===== config.mk =====
export PLATFORM = sky130hd
export DESIGN_NAME = phase_freq_est
export DESIGN_NICKNAME = d
export VERILOG_FILES = /design/src/rtl/phase_freq_est_pkg.sv /design/src/rtl/phase_wrap.sv /design/src/rtl/phase_freq_est.sv
export SDC_FILE = /design/constraint.sdc
export NUM_CORES = 1
export LEC_CHECK = 0
export CAP_MARGIN = 20
export CORE_MARGIN = 2
export CORE_UTILIZATION = 55
export CTS_CLUSTER_SIZE = 40
export DETAILED_ROUTE_END_ITERATION = 10
export PLACE_DENSITY = 0.89
export SLEW_MARGIN = 10
export SYNTH_ARGS = -nofsm -noshare
export SYNTH_HDL_FRONTEND = slang
export SYNTH_SLANG_ARGS = --single-unit

===== constraint.sdc =====
create_clock -name clock -period 8.11 [get_ports clock]
set_input_delay 2.433 -clock clock [delete_from_list [all_inputs] [get_ports clock]]
set_output_delay 2.433 -clock clock [all_outputs]
set_load 0.01 [all_outputs]

===== src/rtl/phase_freq_est_pkg.sv =====
// Shared definitions for the phase/frequency estimation stage: FSM states
// and angle scaling constants (degrees with ANG_FRAC fractional bits).
package phase_freq_est_pkg;

  typedef enum logic [2:0] {
    ST_IDLE,
    ST_START,
    ST_ARM,
    ST_WAIT,
    ST_DIFF,
    ST_ACCUM
  } state_t;

  localparam int ANG_FRAC = 10;
  localparam int DEG180   = 180 << ANG_FRAC;
  localparam int DEG360   = 2 * DEG180;

endpackage


===== src/rtl/phase_wrap.sv =====
// Wrapped angle difference: (cur - prev) computed one bit wider, then folded
// by one full turn so the result lands in [-180deg, +180deg).
module phase_wrap
  import phase_freq_est_pkg::*;
#(
  parameter int OUTSIZE = 19,
  parameter int WRAP180 = DEG180,
  parameter int WRAP360 = DEG360
) (
  input  logic signed [OUTSIZE-1:0] i_cur,
  input  logic signed [OUTSIZE-1:0] i_prev,
  output logic signed [OUTSIZE-1:0] o_delta
);

  localparam logic signed [OUTSIZE:0] P180 = (OUTSIZE+1)'(WRAP180);
  localparam logic signed [OUTSIZE:0] N180 = (OUTSIZE+1)'(-WRAP180);
  localparam logic signed [OUTSIZE:0] F360 = (OUTSIZE+1)'(WRAP360);

  logic signed [OUTSIZE:0] w_diff;

  // Widened difference followed by a single +/-360 fold; +180 maps to -180.
  always_comb begin
    w_diff  = $signed({i_cur[OUTSIZE-1], i_cur}) - $signed({i_prev[OUTSIZE-1], i_prev});
    o_delta = w_diff[OUTSIZE-1:0];
    if (w_diff >= P180) begin
      o_delta = OUTSIZE'(w_diff - F360);
    end else if (w_diff < N180) begin
      o_delta = OUTSIZE'(w_diff + F360);
    end
  end

endmodule


===== src/rtl/phase_freq_est.sv =====
// Sequences one phase conversion per I/Q sample, turns consecutive angles
// into a wrapped per-sample phase delta and averages 2^AVGLOG2 deltas into
// a frequency estimate.
module phase_freq_est
  import phase_freq_est_pkg::*;
#(
  parameter int INSIZE  = 13,
  parameter int OUTSIZE = 19,
  parameter int AVGLOG2 = 2,
  parameter int DEG180  = phase_freq_est_pkg::DEG180
) (
  input  logic                      clock,
  input  logic                      reset,
  input  logic                      in_valid,
  output logic                      in_ready,
  input  logic signed [INSIZE-1:0]  x_in,
  input  logic signed [INSIZE-1:0]  y_in,
  output logic                      pc_start,
  input  logic                      pc_busy,
  output logic signed [INSIZE-1:0]  pc_x,
  output logic signed [INSIZE-1:0]  pc_y,
  input  logic signed [OUTSIZE-1:0] pc_angle,
  output logic signed [OUTSIZE-1:0] delta_out,
  output logic                      delta_valid,
  output logic signed [OUTSIZE-1:0] freq_out,
  output logic                      freq_valid,
  output logic                      overrun
);

  localparam int ACCW = OUTSIZE + AVGLOG2;

  state_t                    r_state;
  state_t                    w_next;
  logic                      r_prev_valid;
  logic signed [OUTSIZE-1:0] r_cur;
  logic signed [OUTSIZE-1:0] r_prev;
  logic signed [ACCW-1:0]    r_acc;
  logic [AVGLOG2-1:0]        r_count;
  logic signed [OUTSIZE-1:0] w_delta;
  logic signed [ACCW-1:0]    w_acc_sum;

  // Window average: arithmetic shift, so negative sums round toward -inf.
  function automatic logic signed [OUTSIZE-1:0] avg_floor(input logic signed [ACCW-1:0] sum);
    return OUTSIZE'(sum >>> AVGLOG2);
  endfunction

  phase_wrap #(
    .OUTSIZE(OUTSIZE),
    .WRAP180(DEG180),
    .WRAP360(2 * DEG180)
  ) u_wrap (
    .i_cur  (r_cur),
    .i_prev (r_prev),
    .o_delta(w_delta)
  );

  assign w_acc_sum = r_acc + ACCW'(delta_out);

  // State register; async reset abandons any conversion in flight.
  always_ff @(posedge clock or posedge reset) begin
    if (reset) begin
      r_state <= ST_IDLE;
    end else begin
      r_state <= w_next;
    end
  end

  // Next-state logic and handshake outputs decoded from the current state.
  always_comb begin
    w_next   = r_state;
    in_ready = 1'b0;
    pc_start = 1'b0;
    case (r_state)
      ST_IDLE: begin
        in_ready = 1'b1;
        if (in_valid) w_next = ST_START;
      end
      ST_START: begin
        pc_start = 1'b1;
        w_next   = ST_ARM;
      end
      ST_ARM:   w_next = ST_WAIT;
      ST_WAIT:  if (!pc_busy) w_next = ST_DIFF;
      ST_DIFF:  w_next = r_prev_valid ? ST_ACCUM : ST_IDLE;
      ST_ACCUM: w_next = ST_IDLE;
      default:  w_next = ST_IDLE;
    endcase
  end

  // Sample capture, delta/average outputs, window counter and sticky overrun.
  always_ff @(posedge clock or posedge reset) begin
    if (reset) begin
      pc_x         <= '0;
      pc_y         <= '0;
      delta_out    <= '0;
      delta_valid  <= 1'b0;
      freq_out     <= '0;
      freq_valid   <= 1'b0;
      overrun      <= 1'b0;
      r_prev_valid <= 1'b0;
      r_acc        <= '0;
      r_count      <= '0;
    end else begin
      delta_valid <= 1'b0;
      freq_valid  <= 1'b0;
      if (in_valid && !in_ready) overrun <= 1'b1;
      case (r_state)
        ST_IDLE: begin
          if (in_valid) begin
            pc_x <= x_in;
            pc_y <= y_in;
          end
        end
        ST_DIFF: begin
          if (r_prev_valid) begin
            delta_out   <= w_delta;
            delta_valid <= 1'b1;
          end else begin
            r_prev_valid <= 1'b1;
          end
        end
        ST_ACCUM: begin
          r_count <= r_count + AVGLOG2'(1);
          if (r_count == '1) begin
            freq_out   <= avg_floor(w_acc_sum);
            freq_valid <= 1'b1;
            r_acc      <= '0;
          end else begin
            r_acc <= w_acc_sum;
          end
        end
        default: ;
      endcase
    end
  end

  // Angle history; only meaningful once r_prev_valid is set, so no reset.
  always_ff @(posedge clock) begin
    if (r_state == ST_WAIT && !pc_busy) r_cur <= pc_angle;
    if (r_state == ST_DIFF) r_prev <= r_cur;
  end

endmodule


After elaboration in Yosys (flattened, before gate mapping)
Cells that the tools add are included.

word-level totals
  input bits = 49
  memories = 0
  memory bits (writable) = 0
  bits in read-only memories = 0
  output and inout port bits = 69
  bits in registers = 132
  latch bits = 0

cells by class
  eq/ne operators = 8
  bitwise gates (word level) = 0
  shift operators = 0
  $lt $le $gt $ge = 2
  reductions and logical operators = 9
  divide/modulo/power cells = 0
  muxes and demuxes = 13
  multipliers = 0
  $add $sub $neg = 5

operators by type and width
  operator                                                             count
  2-to-1 mux 19 bit                                                    2
  adder 21 x 19 -> 21 bit                                              1
  2-to-1 mux 21 bit                                                    1
  greater-or-equal comparator 20 x 19 -> 1 bit, second input constant  1
  < comparator 20 x 19 -> 1 bit, second input constant                 1
  subtractor 19 x 19 -> 20 bit                                         1
  adder 19 bit, second input constant                                  1
  subtractor 19 bit, second input constant                             1
  one-hot mux 3 bit (5 select lines)                                   1
  2-to-1 mux 3 bit                                                     3
  AND reduction 2 bit                                                  4
  == test 3 x 2 -> 1 bit, second input constant                        2
  == test 3 bit, second input constant                                 2
  2-to-1 mux 1 bit                                                     6
  inequality test 2 bit, second input constant                         2
  == test 3 x 1 -> 1 bit, second input constant                        1
  zero test 3 bit                                                      1
  adder 2 x 1 -> 2 bit, second input constant                          1
  == test 2 bit, second input constant                                 1
  logical AND 1 bit                                                    2
  zero test 1 bit                                                      2

Depth between registers and ports, before layout
  depth in word-level cells = 4
  depth in mapped cells = 14
  gate-level depth less buffers = 14

By module
A second synthesis with hierarchy kept.

second synthesis, totals
  cell total of the unflattened synthesis = 615
  area total of the unflattened synthesis = 7085.5 um^2

by module, submodules not included
  module          instances  sequential area each (um^2)  cells an instance  area an instance (um^2)
  phase_freq_est  1          3493.4                       435                5783.0
  phase_wrap      1          0.0                          180                1302.5

Worst setup path after synthesis
Ideal clock, no wire load.

  path kind = input-to-reg
  start = input in_valid
  end = register pc_x[0]
  required time = 7.985 ns
  slack = 4.464 ns
  stages = 4
  buffers on the path = 2
  setup time = 0.125 ns
  arrival = 3.521 ns
  cells stage by stage = and2_1 -> clkbuf_1 -> clkbuf_1 -> mux2_2

on the way
  longest elaborated chain between the ends = 1

RTL lines
  item                                  line                   text
  start, declared                       phase_freq_est.sv:14   input logic in_valid,
  AND reduction 2 bit (no source line)  -
  end signal, assigned                  phase_freq_est.sv:110  pc_x <= x_in;
  end, declared                         phase_freq_est.sv:20   output logic signed [INSIZE-1:0] pc_x,

No other way between the ends.
A chain may end at the register's enable or synchronous reset.

Final worst setup path
  start = register r_state[0]
  end = output in_ready

on the way
  longest elaborated chain between the ends = 2

RTL lines
  item                    line                  text
  start, declared         phase_freq_est.sv:32  state_t r_state;
  start signal, assigned  phase_freq_est.sv:64  r_state <= w_next;
  zero test 3 bit         phase_freq_est.sv:73  case (r_state)
  2-to-1 mux 1 bit        phase_freq_est.sv:73
  end, declared           phase_freq_est.sv:15  output logic in_ready,

No other way between the ends.

==> flow_summary_export.csv <==
group,metric,value,unit
run_status,status,"finished clean",
detailed_routing,drc,0,
sta,fin_crit,4.25,ns
placement,port_buffers,117,
finish,layout_commonest_cell,"clkdlybuf4s50_1",
placement,place.gp.congestion,0.893,
setup_path,slowest_delay,0.61,ns
global_routing,antenna_found_initial,0,
sta,drv_slew,0,
global_routing,grt_use_total,0.230,
floorplan,rows,40,
sta,setup_viol,0,
synthesis,synth_edf_count,38,
finish,ff_latch_area,3490,um^2
finish,nets,823,
clocking,cts_buffer_depth,2,
power_and_ir_drop,p_int,2.03,mW
power_and_ir_drop,power_frac_clock,0.236,
detailed_routing,wl_per_cell,16.3,um
sta,rsz0062_at_grt,"false",
synthesis,yosys-top-cells-area,"dfrtp_1 34%, edfxtp_1 17%, ha_1 7.8%, mux2_2 6.0%, nand2_1 3.4%",
power_and_ir_drop,p_per_area,351,nW/um^2
setup_path,r2r-start,"r_cur[0]",
job,drv_cap,0,
floorplan,die-area,13500,um^2
clocking,root_buffer,"clkbuf_16",
synthesis,synth_ff_type,"dfrtp_1",
finish,final_area,8820,um^2
clocking,clkLatencyLatePin,0.42,ns
power_and_ir_drop,leakagePower,3.93,nW
floorplan,start_util,0.570,
detailed_routing,drt_wl_total,14800,um
clocking,cts_tree,"built",
floorplan,core,12100,um^2
clocking,cts_setup_buffers,0,
detailed_routing,postRouteAntennaNets,0,
setup_path,cp-end-kind,"output port",
synthesis,synth_top_area_frac,0.341,
clocking,postCtsResizedCells,0,
synthesis,synth-seq-cells,132,
finish,drive_above_1_share,0.130,
floorplan,die_width,116,um
synthesis,yosys_warnings,0,
hold_path,hp-start,"r_cur[4]",
power_and_ir_drop,power_frac_seq,0.340,
power_and_ir_drop,peakVddDrop,172,uV
detailed_routing,drtPass1Iterations,4,
setup_path,critPathKind,"reg -> out",
finish,nFillCells,839,
global_routing,grt_pass1_vias,5079,
synthesis,ys_seq_area_frac,0.506,
synthesis,yosysTopAreaCell,"dfrtp_1",
placement,post-dp-hpwl,10500,um
setup_path,path_cells,"nor3_1 -> clkdlybuf4s50_1",
setup_path,critPathArrivalTime,1.82,ns
setup_path,cp-start-kind,"register",
sta,finalHoldViolCount,0,
synthesis,synthCells,605,
clocking,clock_sinks,132,
synthesis,syn_nets,699,
clocking,cts_made_buffers,17,
setup_path,startpoint,"r_state[0]",
clocking,clkTransAtPathRegs,0.06,ns
power_and_ir_drop,p_sw_frac,0.343,
detailed_routing,routed_via_density,5.55,
global_routing,gr-total-overflow,0,
synthesis,ys_types,78,
setup_path,cp_max_fo,7,
synthesis,synthArstFlopShare,0.712,
finish,diodes,0,
global_routing,grt_max_degree,95,
placement,placedCellCount,875,
finish,multi_input_area,3180,um^2
sta,finalSetupTns,0,ns
clocking,postCtsHoldBufs,0,
floorplan,dieHeight,116,um
synthesis,syn_area,6900,um^2
detailed_routing,drtIter0Drc,324,
hold_path,hold_class,"reg -> reg",
finish,area_growth,27.8,%
finish,final_cells,909,
sta,fmax,0.235,GHz
sta,worst_slew_pin_slew,0.891,ns
sta,min_period_over_period,0.524,
sta,slew_headroom,0.406,
synthesis,synth_area_per_cell,11.4,um^2
power_and_ir_drop,pwr-share-comb,0.424,
global_routing,grt_first_pass_wirelength,23800,um
setup_path,cp_slowest_cell,"clkdlybuf4s50_1",
detailed_routing,dr_total_vias,5042,
clocking,h-tree-depth,4,
sta,clock-skew-final,0.0134,ns
placement,post_dp_cell_area,8210,um^2
power_and_ir_drop,power_switching,1.06,mW
floorplan,pin_count,118,
setup_path,crit_required,5.68,ns
finish,final_cell_mix,"117 x clkdlybuf4s50_1, 94 x dfrtp_1, 63 x nand2_1",
==> layer usage <==
layer | up-vias | global-route usage | wire length (um)
met5 | - | 0 | 0
met4 | 0 | 0.0873 | 263
met3 | 21 | 0.0659 | 579
met2 | 129 | 0.391 | 7690
met1 | 2452 | 0.279 | 6270
li1 | 2440 | - | -
==> flip-flops by register name, summed over array words and instances (netlist names), 2 cells and up <==
signal     flops
pc_y          13
delta_out     19
r_prev        19
r_cur         19
r_acc         21
r_count        2
freq_out      19
pc_x          13
r_state        3
==> final cells by class <==
cell class	count	share of cell area
multi-input cells	419	0.360
clock buffers	27	0.0594
clock inverters	4	0.00511
flip-flops and latches	132	0.396
inverters	37	0.0159
repair buffers	122	0.139
well taps	168	0.0238
==> power groups by stage <==
stage / clock network [mW] / registers [mW] / logic, mW
floorplan: 0 / 1.08 / 0.795
global placement: 0 / 1.05 / 1.24
CTS: 0.742 / 1.05 / 1.30
finish: 0.732 / 1.05 / 1.31
detailed placement: 0 / 1.06 / 1.29
global route: 0.777 / 1.08 / 1.44
==> through the flow <==
step / hold slack, ns / power (mW) / worst slack, ns / util
2_1_floorplan: 0.426 / 1.87 / 3.23 / -
3_3_place_gp: 0.433 / 2.29 / 3.82 / 0.678
3_5_place_dp: 0.439 / 2.35 / 3.74 / 0.678
4_1_cts: 0.454 / 3.10 / 3.85 / 0.725
5_1_grt: 0.471 / 3.30 / 3.78 / 0.728
6_report: 0.459 / 3.10 / 3.86 / 0.728
==> critical path: cells and delay by family, from the launching register on <==
family / cells / cell delay [ns]
and+or+nand+nor: 1 / 0.35
DFF: 1 / 0.44
buffers and inverters: 1 / 0.61
==> Yosys cell counts, drive strengths merged (4+ instances only) <==
master and count:
o21ai 39, xnor2 15, dfrtp 94, a22o 15
edfxtp 38, a21o 14, nand3 6, a211oi 7
nor3 8, and2 5, clkbuf 14, xor2 18
o31ai 7, mux2 37, nand2b 7, a21oi 27
nor2 23, or2 6, ha 43, a31oi 5
o21bai 5, nor2b 4, nand2 63, inv 36
o21a 9
==> cell families (layout without fill, tap and decap cells) <==
group / Yosys count / count (layout) / synth area share
and+or+nand+nor: 146 / 146 / 0.106
DFF: 132 / 132 / 0.506
adders and majority gates: 45 / 45 / 0.0837
muxes: 40 / 40 / 0.0647
xor gates and xnor gates: 34 / 34 / 0.0489
buffers and inverters: 54 / 190 / 0.0335
AOI/OAI and AO/OA: 154 / 154 / 0.157
==> path summary, 6_finish.rpt <==
check,depth (start not counted),endpoint,slack (ns)
max in group asynchronous,3,r_acc[6],4.97
worst min-delay path,0,r_prev[4],0.46
min in group asynchronous,3,pc_x[2],2.56
worst max-delay path,2,in_ready,3.86
worst min register to register,0,r_prev[4],0.46
worst max register to register,13,delta_out[16],4.40
No activity file was read; power rests on OpenSTA's default activity.
==> edit 1, RTL diff (config.mk and constraints unchanged) <==
Change the parameter `AVGLOG2` from 2 to 1. Comments in the files are not updated.
--- a/src/rtl/phase_freq_est.sv
+++ b/src/rtl/phase_freq_est.sv
@@ -6,7 +6,7 @@
 #(
   parameter int INSIZE  = 13,
   parameter int OUTSIZE = 19,
-  parameter int AVGLOG2 = 2,
+  parameter int AVGLOG2 = 1,
   parameter int DEG180  = phase_freq_est_pkg::DEG180
 ) (
   input  logic                      clock,
Check against the original RTL: same outputs for any inputs over 10 cycles, from zero or initial values and one cycle with reset high; that may be too few to reach the edited logic, so the function may still have changed.
==> edit 1 against the unedited design <==
Final cell count decreased by 3.0%. Wire length is 3.4% higher. Area after synthesis fell by 2.6%. Highest routed layer unchanged. Total power grew 0.47%. Sequential share of layout area about the same. Worst setup slack better by 0.014 ns. Die area down 2.5%. Clock power rose by 8.7%. Sequential cell count shrank 2. Cell area decreased by 1.5%. Core utilization fell by 0.17 points. Critical path depth unchanged. Largest power group unchanged. Via count up 1.1%.
==> edit 1: results <==
metrics = {
    "setup_path": {
        "rrSetupSlack_ns": 4.19,
        "rr_endpoint": "delta_out[17]$_DFFE_PP0P_",
        "arrival_ns": 1.80,
        "worst-r2r-cell-count": 14,
    },
    "cells_and_area": {
        "nFillCells": 771,
        "drive_above_1_share_pct": 12.1,
        "fin_cells": 882,
        "largest_reg_flops": 20,
        "fin_nets": 814,
    },
    "pwr": {
        "p_int_w": 0.00203,
        "ir_drop_v": 0.000147,
    },
    "status": {
        "outcome": "finished clean",
    },
    "route": {
        "vias_per_cell": 5.78,
        "drtIter0Drc": 416,
        "dr.pass1.iters": 5,
    },
    "synthesis": {
        "synth_mux_area_share_pct": 6.16,
        "yosys-top-cells-count": "dfrtp_1, nand2_1, ha_1, edfxtp_1, mux2_2",
        "synth_compound_area_share_pct": 15.4,
        "synth_fa_ha_area_share_pct": 8.22,
        "synth-async-reset-ratio_pct": 70.8,
        "synth-seq-area-share_pct": 51.2,
        "yosys.area_share.xor_xnor_pct": 4.28,
    },
    "sta": {
        "max_freq_mhz": 236,
        "clock_skew_ns": 0.00569,
    },
    "placed_design": {
        "dpl-instance-area_mm2": 0.00803,
        "dp_slack_ns": 3.72,
    },
    "global_route": {
        "grt_pass1_vias": 5061,
        "grt_max_degree": 93,
    },
}
[edit 1: layout make-up]
type	instances	share of cell area [%]
clock buffers	18	4.94
inverters	36	1.57
clock inverters	14	2.15
multi-input cells	416	35.5
repair buffers	121	14.1
flip-flops and latches	130	39.6
well taps	147	2.12
[edit 1: layer usage]
layer	track usage [%]	wire, um
met2	41.6	7820
met1	29.9	6340
met4	10.7	394
met3	5.19	756
met5	0	0
[edit 1: power groups by stage]
stage | clock, W | sequential (W) | combinational [W]
floorplan | 0 | 0.00106 | 0.000742
global placement | 0 | 0.00103 | 0.00118
detailed placement | 0 | 0.00104 | 0.00125
CTS | 0.000804 | 0.00103 | 0.00127
global route | 0.000840 | 0.00106 | 0.00139
finish | 0.000796 | 0.00103 | 0.00128
[edit 1: worst max-delay path, cell delays in order (launching register included)]
cell and delay (ns):
dfrtp_1 0.43, nor3_1 0.33, clkdlybuf4s50_1 0.61
[edit 1: worst min-delay path by stage]
stage / from / endpoint / slack, ns / cells after the start
floorplan: r_cur[0]$_DFFE_PP_ / r_prev[0]$_DFFE_PN_ / 0.43 / 0
global placement: r_cur[0]$_DFFE_PP_ / r_prev[0]$_DFFE_PN_ / 0.43 / 0
detailed placement: r_cur[0]$_DFFE_PP_ / r_prev[0]$_DFFE_PN_ / 0.45 / 0
CTS: r_cur[0]$_DFFE_PP_ / r_prev[0]$_DFFE_PN_ / 0.46 / 0
global route: r_cur[0]$_DFFE_PP_ / r_prev[0]$_DFFE_PN_ / 0.47 / 0
finish: r_cur[16]$_DFFE_PP_ / r_prev[16]$_DFFE_PN_ / 0.46 / 0
==> edit 2, RTL diff (config.mk and constraints unchanged) <==
Without the edit above. Encoding of `state_t`: now Gray code (3 bits for 6 states).
--- a/src/rtl/phase_freq_est_pkg.sv
+++ b/src/rtl/phase_freq_est_pkg.sv
@@ -3,12 +3,12 @@
 package phase_freq_est_pkg;
 
   typedef enum logic [2:0] {
-    ST_IDLE,
-    ST_START,
-    ST_ARM,
-    ST_WAIT,
-    ST_DIFF,
-    ST_ACCUM
+    ST_IDLE  = 3'b000,
+    ST_START = 3'b001,
+    ST_ARM   = 3'b011,
+    ST_WAIT  = 3'b010,
+    ST_DIFF  = 3'b110,
+    ST_ACCUM = 3'b111
   } state_t;
 
   localparam int ANG_FRAC = 10;
Formal check against the unedited RTL: same outputs for any inputs over 10 cycles, from zero or initial values and one cycle with reset high; not proved beyond that.
==> edit 2 against the unedited design <==
Count of clock-buffer cells in the layout shrank 5. Sequential cell count is the same. Total power grew 16%. Worst setup slack lost 0.0063 ns. Via count grew 0.99%. Critical endpoint unchanged. Clock skew shrank 0.0068 ns. Register-to-register slack lost 0.25 ns. Cell area shrank 1.4%. Clock power shrank 2%. Area after synthesis shrank 1.9%. Wire length grew 6.8%. Core utilization shrank 0.42 points. First-iteration DRC count shrank 14%.
==> edit 2: results <==
metrics = {
    "synthesis": {
        "synth.distinct_cells": 66,
        "synthTopCellsByArea": "dfrtp_1, edfxtp_1, ha_1, mux2_2, nand2_1",
        "synth_nets": 690,
        "synth-seq-area-share_pct": 51.6,
        "syn_area_per_cell_um2": 11.4,
        "yosys-top-cells-count": "dfrtp_1, nand2_1, ha_1, edfxtp_1, mux2_2",
    },
    "pwr": {
        "seqPwrFrac_pct": 30.9,
        "ir_drop_v": 0.000234,
        "p_switching_w": 0.00140,
        "p_comb_share_pct": 49.1,
        "p_leak_nw": 3.83,
    },
    "route": {
        "wl_per_cell_um": 17.9,
        "drtIter0Drc": 278,
        "dr.pass1.iters": 5,
        "detail-route-antenna-nets": 0,
        "num_vias": 5092,
    },
    "global_route": {
        "gr-usage-all-layers_pct": 25.0,
        "grt_max_degree": 85,
        "grt_pass1_vias": 5220,
        "grt_pass1_wl_mm": 25.4,
    },
    "cells_and_area": {
        "drive_above_1_share_pct": 13.1,
        "nFillCells": 807,
        "fin_cells": 882,
        "fin_nets": 816,
    },
    "setup_path": {
        "cp_slowest_cell": "clkdlybuf4s50_1",
        "worst-path-max-fanout": 9,
    },
    "placed_design": {
        "io_buffers": 117,
        "dp_slack_ns": 3.74,
        "gp_congestion": 0.947,
        "hpwl_mm": 10.9,
        "placed_cells": 848,
    },
    "clocking": {
        "htree_levels": 4,
        "cts_made_buffers": 17,
        "clk_path_buf_depth": 2,
    },
    "sta": {
        "tightest_slew_ns": 0.934,
        "clock_skew_ns": 0.00658,
    },
    "status": {
        "outcome": "finished clean",
    },
}
-- edit 2: final timing paths --
path | startpoint | end | slack, ns | cells after the start
worst min register to register | r_cur[0]$_DFFE_PP_ | r_prev[0]$_DFFE_PN_ | 0.45 | 0
worst max-delay path | r_state[0]$_DFFE_PP0P_ | in_ready | 3.85 | 2
worst max register to register | r_cur[0]$_DFFE_PP_ | delta_out[17]$_DFFE_PP0P_ | 4.15 | 15
min in group asynchronous | reset | pc_y[9]$_DFFE_PP0P_ | 2.22 | 2
worst min-delay path | r_cur[0]$_DFFE_PP_ | r_prev[0]$_DFFE_PN_ | 0.45 | 0
max in group asynchronous | reset | delta_out[5]$_DFFE_PP0P_ | 4.94 | 4
-- edit 2: logic make-up after synthesis --
| family | Yosys count | share of synthesized area [%] |
|---|---|---|
| and+or+nand+nor | 149 | 10.9 |
| AOI/OAI and AO/OA | 140 | 14.6 |
| DFF | 132 | 51.6 |
| buffers and inverters | 55 | 3.25 |
| adders and majority gates | 45 | 8.54 |
| muxes | 40 | 6.61 |
| xor gates and xnor gates | 35 | 4.53 |
-- edit 2: metal layers --
layer	global-route usage, %	vias up	share of wire, %
met1	28.8	2464	39
met2	42.6	162	53
met3	6.06	56	4.3
met4	14.6	0	4.0
met5	0	-	0
li1	-	2410	-
-- edit 2: layout make-up --
type	instances	area share, %
clock inverter	10	0.950
clock buffer	22	5.34
timing repair buffer	124	14.5
inverter	38	1.65
sequential	132	40.2
tap	147	2.12
multi-input combinational	409	35.2
-- edit 2: through the flow --
step	power, W	instance area (um^2)
final	0.00358	8690
after global routing	0.00381	8690
after CTS	0.00356	8640
after detailed placement	0.00281	8090
after global placement	0.00271	8090
after floorplan	0.00222	6770
